<file path="src/rtl/icache_fetch_client.sv">
// Direct-mapped, one-word-per-line instruction cache between the fetch unit
// and the memory controller's instruction read port.
module icache_fetch_client #(
    parameter int INDEX_BITS = 4
) (
    input  logic        clk,
    input  logic        rst,
    input  logic        rdy,
    input  logic        fetch_valid,
    input  logic [31:0] fetch_addr,
    output logic        fetch_ready,
    input  logic        flush,
    output logic [31:0] ins_out,
    output logic        ins_out_valid,
    output logic        ic_flag,
    output logic [31:0] ins_addr,
    input  logic        mc_ic_enable,
    input  logic [31:0] mc_ins,
    input  logic        mc_ins_rdy
);

    localparam int LINES    = 1 << INDEX_BITS;
    localparam int TAG_BITS = 30 - INDEX_BITS;

    typedef enum logic [1:0] {
        IDLE,
        REQ,
        WAIT
    } state_t;

    state_t                state_q, state_d;
    logic [LINES-1:0]      valid_q, valid_d;
    logic [TAG_BITS-1:0]   tag_q  [LINES];
    logic [TAG_BITS-1:0]   tag_d  [LINES];
    logic [31:0]           data_q [LINES];
    logic [31:0]           data_d [LINES];
    logic                  squash_q, squash_d;
    logic [31:0]           ins_out_q, ins_out_d;
    logic                  ins_out_valid_q, ins_out_valid_d;
    logic                  ic_flag_q, ic_flag_d;
    logic [31:0]           ins_addr_q, ins_addr_d;

    logic [INDEX_BITS-1:0] f_idx, m_idx;
    logic [TAG_BITS-1:0]   f_tag, m_tag;
    logic                  hit;
    logic                  unused_low_bits;

    assign f_idx = fetch_addr[INDEX_BITS+1:2];
    assign f_tag = fetch_addr[31:INDEX_BITS+2];
    assign m_idx = ins_addr_q[INDEX_BITS+1:2];
    assign m_tag = ins_addr_q[31:INDEX_BITS+2];
    assign hit   = valid_q[f_idx] && (tag_q[f_idx] == f_tag);

    assign unused_low_bits = ^{fetch_addr[1:0], ins_addr_q[1:0]};

    assign fetch_ready   = (state_q == IDLE);
    assign ins_out       = ins_out_q;
    assign ins_out_valid = ins_out_valid_q;
    assign ic_flag       = ic_flag_q;
    assign ins_addr      = ins_addr_q;

    always_comb begin
        state_d         = state_q;
        valid_d         = valid_q;
        tag_d           = tag_q;
        data_d          = data_q;
        squash_d        = squash_q;
        ins_out_d       = ins_out_q;
        ins_out_valid_d = 1'b0;
        ic_flag_d       = 1'b0;
        ins_addr_d      = ins_addr_q;

        unique case (state_q)
            IDLE: begin
                if (fetch_valid && !flush) begin
                    if (hit) begin
                        ins_out_d       = data_q[f_idx];
                        ins_out_valid_d = 1'b1;
                    end else begin
                        ins_addr_d = {fetch_addr[31:2], 2'b00};
                        squash_d   = 1'b0;
                        state_d    = REQ;
                    end
                end
            end
            REQ: begin
                if (flush) begin
                    state_d = IDLE;
                end else if (mc_ic_enable) begin
                    ic_flag_d = 1'b1;
                    state_d   = WAIT;
                end
            end
            WAIT: begin
                // A squashed miss still fills: the address was a legal fetch.
                if (mc_ins_rdy) begin
                    valid_d[m_idx]  = 1'b1;
                    tag_d[m_idx]    = m_tag;
                    data_d[m_idx]   = mc_ins;
                    ins_out_d       = mc_ins;
                    ins_out_valid_d = !(squash_q || flush);
                    squash_d        = 1'b0;
                    state_d         = IDLE;
                end else if (flush) begin
                    squash_d = 1'b1;
                end
            end
            default: begin
                state_d = IDLE;
            end
        endcase
    end

    always_ff @(posedge clk) begin
        if (!rst) begin
            state_q         <= IDLE;
            valid_q         <= '0;
            squash_q        <= 1'b0;
            ins_out_q       <= '0;
            ins_out_valid_q <= 1'b0;
            ic_flag_q       <= 1'b0;
            ins_addr_q      <= '0;
        end else if (rdy) begin
            state_q         <= state_d;
            valid_q         <= valid_d;
            tag_q           <= tag_d;
            data_q          <= data_d;
            squash_q        <= squash_d;
            ins_out_q       <= ins_out_d;
            ins_out_valid_q <= ins_out_valid_d;
            ic_flag_q       <= ic_flag_d;
            ins_addr_q      <= ins_addr_d;
        end
    end

endmodule

</file>
<file path="config.mk">
export PLATFORM = sky130hd
export DESIGN_NAME = icache_fetch_client
export DESIGN_NICKNAME = d
export VERILOG_FILES = /design/src/rtl/icache_fetch_client.sv
export SDC_FILE = /design/constraint.sdc
export NUM_CORES = 1
export LEC_CHECK = 0
export ABC_AREA = 0
export ABC_CLOCK_PERIOD_IN_PS = 9150
export CAP_MARGIN = 15
export CORE_MARGIN = 3
export CORE_UTILIZATION = 54
export DETAILED_ROUTE_END_ITERATION = 8
export HOLD_SLACK_MARGIN = 0.05
export PLACE_DENSITY = 0.72
export SLEW_MARGIN = 20
export SYNTH_ARGS = -nofsm -noshare
export SYNTH_HDL_FRONTEND = slang
export SYNTH_SLANG_ARGS = --single-unit
</file>
<file path="constraint.sdc">
create_clock -name clk -period 9.15 [get_ports clk]
set_input_delay 1.83 -clock clk [delete_from_list [all_inputs] [get_ports clk]]
set_output_delay 1.83 -clock clk [all_outputs]
set_load 0.02 [all_outputs]
</file>
==> results_dict.tcl <==
set metrics [dict create \
    dpl_worst_slack_ns 2.43 \
    setup.worst_path.start_class "primary input" \
    antenna_found_initial 7 \
    report.final.slew_viol_count 0 \
    yosysSeqAreaShare 0.751 \
    synthFlopType "edfxtp_1" \
    post_cts_buffers 0 \
    synth.distinct_cells 62 \
    p_total_mw 9.44 \
    post-route-period-util 0.665 \
    finalSetupViolations 0 \
    cts.reportedPaths.clkPinSlew_ns 0.06 \
    wire_per_inst_um 28.6 \
    peakVddDrop_mv 0.130 \
    endpoint_kind "flop" \
    pin_count 138 \
    cts_num_sinks 1011 \
    tightest_slew_ns 1.17 \
    cp.arrival_ns 6.62 \
    cts_tree "done" \
    cap_violations 0 \
    final_cell_mix "928 x edfxtp_1, 231 x mux4_2, 128 x clkdlybuf4s50_1, 126 x mux2i_1, 100 x clkbuf_16" \
    dieArea_um2 76000 \
    synth-adder-area-share 0 \
    fmax_mhz 164 \
    crit_path_max_fanout 79 \
    rows 98 \
    finalHoldViolCount 0 \
    synthMuxAreaShare 0.172 \
    synth_compound_area_frac 0.0325 \
    grt_max_degree 91 \
    post-dp-hpwl_mm 45.4 \
    synth_top_family_by_area "multiplexers" \
    portBuffers 133 \
    grt_overflow 0 \
    routed-via-count 19300 \
    min_period_ns 6.09 \
    first_iter_violations 1972 \
    grt_util_all_layers 0.235 \
    outcome "finished clean" \
    hold_path_class "flop to flop" \
    syn_to_final_growth_pct 14.0 \
    drtAntennaViolNets 0 \
    nets 2106 \
    grt_pass1_wl_mm 129 \
    dpl.cell_count 2886 \
    clock_latency_ns 0.65 \
    synth.avg_cell_area_um2 20.9 \
    reg2reg_from "tag_q[130]" \
    syn_inst 1878 \
    ys_seq_elements 1011 \
    required_ns 9.69 \
    finalWirelength_mm 88.0 \
    coreArea_um2 71700 \
    finalNonFillerCells 3074 \
    synth_xor_area_frac 0.00513 \
    cts-root-buf "clkbuf_16" \
    cts_max_level 3 \
    cts_buffers 97 \
    p_leak_nw 14.3 \
    grt_pass1_vias 19900 \
    final_layout_size_suffix_gt1_frac 0.222 \
    fin_ws_ns 3.06 \
    grt_setup_unrepaired "false" \
    synth-simple-area-share 0.0212 \
    crit_type "primary input to flop" \
    cts_buffer_depth 3 \
    setup.worst_path.start "fetch_addr[4]" \
    fin_setup_tns_ns 0 \
    power_density_nw_per_um2 211 \
    die_y_um 276 \
    dr.pass1.iters 5 \
    layout_commonest_cell "edfxtp_1" \
    synth_edf_count 928 \
    place.gp.congestion 0.748 \
    hold_buffers 0 \
    async_reset_ff_frac 0 \
    via_per_inst 6.27 \
    max_slew_margin 0.217 \
    drc 0 \
    post-route-util 0.624 \
    reg2reg_slack_ns 5.13 \
    die_w_um 276 \
    yosysWarnings 0 \
    initial_core_util 0.548 \
    ctsResizeCount 0 \
    clock_skew_ns 0.0269 \
    hold_path.startpoint "valid_q[15]" \
    synthesis.area_um2 39300 \
]
==> state kept, by name, summed over array words and instances (netlist names) <==
| register | count |
|---|---|
| state_q | 2 |
| ins_out_valid | 1 |
| valid_q | 16 |
| ins_addr | 30 |
| squash_q | 1 |
| ic_flag | 1 |
| data_q | 512 |
| tag_q | 416 |
| ins_out | 32 |
==> power breakdown <==
group / switching (mW) / internal, mW
sequential: 0.0206 / 5.03
clock: 1.68 / 2.31
combinational: 0.215 / 0.181
==> cell usage after synthesis, types with 7 or more instances <==
master | n | share of area
a21o_1 | 19 | 0.0036
a21oi_1 | 7 | 0.00089
a221oi_1 | 16 | 0.0036
a22o_1 | 8 | 0.0018
a22oi_1 | 14 | 0.0027
buf_1 | 10 | 0.00096
buf_2 | 22 | 0.0028
buf_4 | 14 | 0.0027
buf_6 | 21 | 0.0060
clkbuf_1 | 44 | 0.0042
dfxtp_1 | 83 | 0.042
edfxtp_1 | 928 | 0.71
mux2_2 | 20 | 0.0057
mux2i_1 | 126 | 0.032
mux4_2 | 231 | 0.13
nand2_1 | 79 | 0.0075
nand2b_1 | 8 | 0.0013
nand3_1 | 11 | 0.0014
nor2_1 | 26 | 0.0025
nor3_1 | 10 | 0.0013
o21ai_0 | 7 | 0.00089
o21ai_1 | 33 | 0.0042
o22ai_1 | 15 | 0.0024
o311a_1 | 33 | 0.0084
xnor2_1 | 10 | 0.0022
xor2_1 | 13 | 0.0029
==> critical path, cell delays in order <==
cell	delay, ns
clkbuf_8	0.58
buf_4	0.51
mux4_2	0.57
nor2_1	0.20
nor4_1	0.08
nor4_1	0.40
nand4_1	0.32
nor4b_2	0.37
and4_2	0.70
buf_4	0.58
o21ai_1	0.15
o311a_1	0.17
==> metal layers <==
| metal | part of all wire | vias to the layer above | track usage | wire [um] |
|---|---|---|---|---|
| met2 | 0.50 | 818 | 0.390 | 44000 |
| li1 | - | 8161 | - | - |
| met3 | 0.074 | 131 | 0.0370 | 6550 |
| met5 | 0.00036 | - | 0 | 32 |
| met4 | 0.023 | 4 | 0.0698 | 2040 |
| met1 | 0.40 | 10200 | 0.327 | 35400 |
==> path summary, 6_finish.rpt <==
path                                     to  cells after the start
worst min-delay path            valid_q[15]                      1
worst max-delay path            ins_out[19]                     12
worst max register to register  ins_out[19]                     10
worst min register to register  valid_q[15]                      1
==> cell type report <==
cell class	count	area [um2]
clock inverters	60	563
clock buffers	123	2650
flip-flops and latches	1011	29500
fillers	4798	26900
inverters	5	20.0
repair buffers	169	1620
well taps	950	1190
diodes	5	12.5
multi-input cells	751	9210
==> cell families after synthesis <==
| logic type | after synthesis |
|---|---|
| flip-flops | 1011 |
| AND/OR/NAND/NOR | 174 |
| other | 1 |
| multiplexers | 383 |
| AO/OA/AOI/OAI | 169 |
| buffers and inverters | 117 |
| XOR/XNOR | 23 |
==> stage by stage <==
stage / hold slack, ns / cell area [um2]
2_1_floorplan: 0.421 / 39300
3_3_place_gp: 0.427 / 41600
3_5_place_dp: 0.439 / 41600
4_1_cts: 0.454 / 44800
5_1_grt: 0.475 / 44800
6_report: 0.453 / 44800
Power figures use the tool's default switching activity.
